### src/rtl/alu_cmd_issuer.sv
// ============================================================================
// Module   : alu_cmd_issuer
// Purpose  : Valid/ready command front end for the 8-bit compare ALU, with
//            illegal-code screening, result chaining and op/illegal counters.
// Revision : 1.0 - initial release
// ============================================================================
`default_nettype none

module alu_cmd_issuer (
    input  logic       clk,
    input  logic       rst,
    input  logic       cmd_valid,
    output logic       cmd_ready,
    input  logic [3:0] cmd_ctrl,
    input  logic [7:0] cmd_a,
    input  logic [7:0] cmd_b,
    input  logic       cmd_chain,
    output logic [7:0] alu_a,
    output logic [7:0] alu_b,
    output logic [3:0] alu_ctrl,
    input  logic [7:0] alu_s,
    output logic       rsp_valid,
    input  logic       rsp_ready,
    output logic [7:0] rsp_data,
    output logic       rsp_illegal,
    output logic [7:0] op_count,
    output logic [7:0] illegal_count
);

    typedef enum logic [1:0] {
        IDLE  = 2'd0,
        ISSUE = 2'd1,
        RESP  = 2'd2
    } state_t;

    localparam logic [3:0] c_CTRL_MIN = 4'd2;
    localparam logic [3:0] c_CTRL_MAX = 4'd11;
    localparam logic [7:0] c_CNT_MAX  = 8'hFF;

    state_t     r_state;
    state_t     w_next;
    logic       w_accept;
    logic       w_legal;
    logic [7:0] w_result;

    logic [7:0] r_alu_a;
    logic [7:0] r_alu_b;
    logic [3:0] r_alu_ctrl;
    logic       r_illegal;
    logic [7:0] r_last_result;
    logic       r_rsp_valid;
    logic [7:0] r_rsp_data;
    logic       r_rsp_illegal;
    logic [7:0] r_op_count;
    logic [7:0] r_illegal_count;

    assign w_legal  = (cmd_ctrl >= c_CTRL_MIN) && (cmd_ctrl <= c_CTRL_MAX);
    assign w_accept = cmd_valid && cmd_ready;
    // Illegal commands still run through the ALU (ctrl 0), but the result is forced to zero.
    assign w_result = r_illegal ? 8'h00 : alu_s;

    always_ff @(posedge clk or posedge rst) begin
        if (rst) begin
            r_state <= IDLE;
        end else begin
            r_state <= w_next;
        end
    end

    always_comb begin
        w_next    = r_state;
        cmd_ready = 1'b0;
        case (r_state)
            IDLE: begin
                cmd_ready = 1'b1;
                if (cmd_valid) begin
                    w_next = ISSUE;
                end
            end
            ISSUE: begin
                w_next = RESP;
            end
            RESP: begin
                if (rsp_ready) begin
                    w_next = IDLE;
                end
            end
            default: begin
                w_next = IDLE;
            end
        endcase
    end

    always_ff @(posedge clk or posedge rst) begin
        if (rst) begin
            r_alu_a         <= 8'h00;
            r_alu_b         <= 8'h00;
            r_alu_ctrl      <= 4'h0;
            r_illegal       <= 1'b0;
            r_last_result   <= 8'h00;
            r_rsp_valid     <= 1'b0;
            r_rsp_data      <= 8'h00;
            r_rsp_illegal   <= 1'b0;
            r_op_count      <= 8'h00;
            r_illegal_count <= 8'h00;
        end else begin
            if (w_accept) begin
                r_alu_a    <= cmd_chain ? r_last_result : cmd_a;
                r_alu_b    <= cmd_b;
                r_alu_ctrl <= w_legal ? cmd_ctrl : 4'h0;
                r_illegal  <= ~w_legal;
            end
            if (r_state == ISSUE) begin
                r_rsp_data    <= w_result;
                r_rsp_illegal <= r_illegal;
                r_last_result <= w_result;
                r_rsp_valid   <= 1'b1;
                r_op_count    <= r_op_count + 8'd1;
                if (r_illegal && (r_illegal_count != c_CNT_MAX)) begin
                    r_illegal_count <= r_illegal_count + 8'd1;
                end
            end
            if ((r_state == RESP) && rsp_ready) begin
                r_rsp_valid <= 1'b0;
            end
        end
    end

    assign alu_a         = r_alu_a;
    assign alu_b         = r_alu_b;
    assign alu_ctrl      = r_alu_ctrl;
    assign rsp_valid     = r_rsp_valid;
    assign rsp_data      = r_rsp_data;
    assign rsp_illegal   = r_rsp_illegal;
    assign op_count      = r_op_count;
    assign illegal_count = r_illegal_count;

endmodule

`default_nettype wire
### config.mk
export PLATFORM = sky130hd
export DESIGN_NAME = alu_cmd_issuer
export DESIGN_NICKNAME = d
export VERILOG_FILES = /design/src/rtl/alu_cmd_issuer.sv
export SDC_FILE = /design/constraint.sdc
export NUM_CORES = 1
export LEC_CHECK = 0
export BUFFER_PORTS_ARGS = -buffer_cell sky130_fd_sc_hd__clkbuf_2
export CAP_MARGIN = 10
export CORE_MARGIN = 2
export CORE_UTILIZATION = 25
export CTS_CLUSTER_DIAMETER = 60
export DETAILED_ROUTE_END_ITERATION = 10
export GPL_TIMING_DRIVEN = 0
export PLACE_DENSITY_LB_ADDON = 0.25
export SETUP_SLACK_MARGIN = 0.15
export SLEW_MARGIN = 20
export SYNTH_ARGS = -nofsm -noshare
export SYNTH_HDL_FRONTEND = slang
export SYNTH_SLANG_ARGS = --single-unit
### constraint.sdc
create_clock -name clk -period 1.6 [get_ports clk]
set_clock_uncertainty 0.2 [all_clocks]
set_input_delay 0.16 -clock clk [delete_from_list [all_inputs] [get_ports clk]]
set_output_delay 0.16 -clock clk [all_outputs]
set_load 0.02 [all_outputs]
==> metrics.md <==
| Metric | Value |
|---|---|
| TritonCTS clock tree | `built` |
| Failing checks | `setup timing` |
| Vias per cell | `4.34` |
| Place WS | `-97.4 ps` |
| HP Class | `in2reg` |
| I/O pin count | `80` |
| Yosys Warn Count | `0` |
| Non-filler cells, final | `450` |
| Crit Path Max Fanout | `5` |
| Status | `finished, violations left` |
| Largest net degree at the start of global routing | `29` |
| Total Routed Length | `5750 µm` |
| VDD IR max | `584 µV` |
| Max incr delay on CP | `440 ps` |
| Arr. time, crit path | `1290 ps` |
| CTS buffer count | `5` |
| Post-route cell area | `0.00361 mm²` |
| Async set or reset register ratio after synthesis | `100%` |
| WL/cell | `12.8 µm` |
| Post-synthesis net count | `244` |
| Worst Tran Pin Value | `585 ps` |
| Most used cell, CP | `buf_6` |
| Hold Crit Start | `cmd_valid` |
| Post-synthesis sequential area ratio | `58.2%` |
| CP Class | `reg2out` |
| Clock-pin transition on the worst setup and hold timing paths | `90 ps` |
| Post-synthesis cell area | `0.00211 mm²` |
| Final ANT Viol Nets | `0` |
| First-pass GRT wire length | `8850 µm` |
| Die Y | `95.8 µm` |
| Worst-path cell chain | `buf_6 -> buf_6 -> nor2_4 -> buf_8` |
| Final worst-path cycle share | `103%` |
| Htree depth | `2` |
| PwrDens | `1700 mW/mm²` |
| Initial antenna violation count | `0` |
| Post-route minimum period | `1650 ps` |
| Synth Instances | `209` |
| Bufs on Longest Clock Path | `2` |
| Final net count | `379` |
| Most instantiated library cell after synthesis | `nand2_1` |
| DIE AREA | `0.00917 mm²` |
| Placed insts | `393` |
| Post-synth top area cell | `dfrtp_1` |
| Placed Area | `0.00269 mm²` |
| Slew HR | `61.0%` |
| Synth top cells by count | `71 x nand2_1, 49 x dfrtp_1, 11 x nand3b_1` |
| Port Buffers | `78` |
| Min setup slack post-route | `-53.1 ps` |
| Post-DP HPWL | `3790 µm` |
| Fraction of layout cells with a size suffix above 1 | `50.7%` |
| Final setup violating endpoints | `4` |
| Main flop type after synthesis | `dfrtp_1` |
| Total number of vias | `1952` |
| Post-synth EDFFs | `0` |
| Clk sinks | `49` |
| CP Capture Type | `output pin` |
| Worst endpoint required time | `1240 ps` |
| Clock latency on the worst-skew pair | `300 ps` |
| Synth top area cells | `dfrtp_1 58%, nand2_1 13%, mux2i_1 4.8%` |
| Core box area | `0.00818 mm²` |
| GRT Util Overall | `12.6%` |
| GPL Wtd Cong | `0.688` |
| # Max-Cap Violations | `0` |
| WP buf/inv | `3` |
| Leak | `1.81 nW` |
| Slew Viols, Final | `0` |
| Post-Syn Area per Cell | `10.1 µm²` |
| Final core utilization | `44.1%` |
| Flops & latches, synth | `49` |
| Die width | `95.8 µm` |
| Hold Fails Final Rpt | `0` |
| Crit path max-delay cell type | `dfrtp_2` |
| DR iter-0 viols | `26` |
| Cell Rows | `33` |
| Peak Freq | `605 MHz` |
| Number of distinct library cells after synthesis | `25` |
| RSZ-0062 raised after global routing | `true` |
| Drc violations | `0` |
| Worst setup SP type | `flop` |
| Gr ovfl total | `0` |
| Root Buffer | `clkbuf_8` |
| Drt first pass iters | `4` |
| CP Launch Point | `r_state[1]` |
| ANT cells | `0` |
| Initial Util | `25.8%` |
| Worst R2R Start | `illegal_count[1]` |
| Vias in the first global route | `1845` |
| Delay-heaviest family, CP | `flip-flops` |
| Synth-to-layout area growth | `71.2%` |
| Post-synth top area share | `58.2%` |
==> cell usage in the layout, fill, tap and decap left out, drive strengths merged <==
master / synthesis / routed
a21oi: 5 / 5
a41oi: 1 / 1
and2b: 1 / 1
and3: 2 / 2
and4: 3 / 3
and4b: 1 / 1
buf: 5 / 25
bufinv: 0 / 1
clkbuf: 3 / 88
clkinvlp: 0 / 1
dfrtp: 49 / 49
dlygate4sd3: 0 / 30
ha: 2 / 2
inv: 4 / 3
mux2: 3 / 3
mux2i: 10 / 10
nand2: 71 / 71
nand2b: 3 / 3
nand3: 6 / 6
nand3b: 11 / 11
nand4: 5 / 5
nor2: 4 / 4
nor3: 1 / 1
o21a: 1 / 1
o21ai: 10 / 10
xnor2: 8 / 8
==> metrics by stage <==
step	hold WS [ps]	power, mW	TNS, ps
floorplan	-4.13	3.48	-52.4
global placement	151	4.25	-146
detailed placement	28.2	4.30	-164
CTS	77.2	5.53	-94.7
global route	149	6.55	-881
finish	141	6.11	-130
==> worst min-delay path, delay by kind of cell <==
family	cells	cell delay, ps
AND/OR/NAND/NOR	3	270
buffers and inverters	2	180
==> kinds of logic (layout without fill, tap and decap cells) <==
| group | after synthesis | after routing | share of synthesized area, % |
|---|---|---|---|
| muxes | 13 | 13 | 6.36 |
| AOI/OAI and AO/OA | 17 | 17 | 4.34 |
| DFF | 49 | 49 | 58.2 |
| and+or+nand+nor | 108 | 108 | 24.1 |
| xor gates and xnor gates | 8 | 8 | 3.33 |
| buffers and inverters | 12 | 148 | 2.44 |
| adders and majority gates | 2 | 2 | 1.19 |
==> metal layers <==
metal / routed length (µm) / track usage (%) / share of wire (%)
met5: 0 / 0 / 0
met3: 361 / 3.92 / 6.3
met1: 2580 / 15.7 / 45
met4: 78 / 3.57 / 1.4
met2: 2730 / 20.9 / 47
==> what timing repair did <==
item | 4_1_cts | 5_1_grt
hold buffers | 30 | 0
resized for setup | 23 | 73
cloned | 1 | 3
setup buffers | 8 | 7
pin swaps | 3 | 35
setup endpoints to repair | 38 | 35
hold endpoints to repair | 50 | 0
==> where the power goes <==
group,internal (mW),total (mW),switching [mW]
Clock,0.510,0.916,0.406
Combinational,1.38,3.01,1.63
Sequential,1.73,2.19,0.458
Total,3.62,6.11,2.50
==> sequential cells by signal (all words and copies together), names as in the netlist <==
name and cells:
rsp_valid 1, r_illegal 1, alu_a 8, illegal_count 8
rsp_illegal 1, alu_b 8, alu_ctrl 4, r_state 2
rsp_data 8, op_count 8
==> final timing paths <==
kind,to,slack [ps],cells after the start
worst max-delay path,cmd_ready,-50,4
worst min-delay path,alu_ctrl[3],140,5
worst max register to register,illegal_count[1],-40,5
worst min register to register,op_count[7],290,1
max in group asynchronous,op_count[2],450,4
min in group asynchronous,alu_b[2],230,3
==> final cells by class <==
type	count	area, µm²
plain buffers	8	81.3
multi-input cells	148	1070
flip-flops and latches	49	1230
inverters	4	26.3
clock buffers	7	86.3
clock inverters	1	30.0
well taps	105	131
repair buffers	128	942
fillers	781	4570
Note: power is estimated with default switching activity, not from simulation.
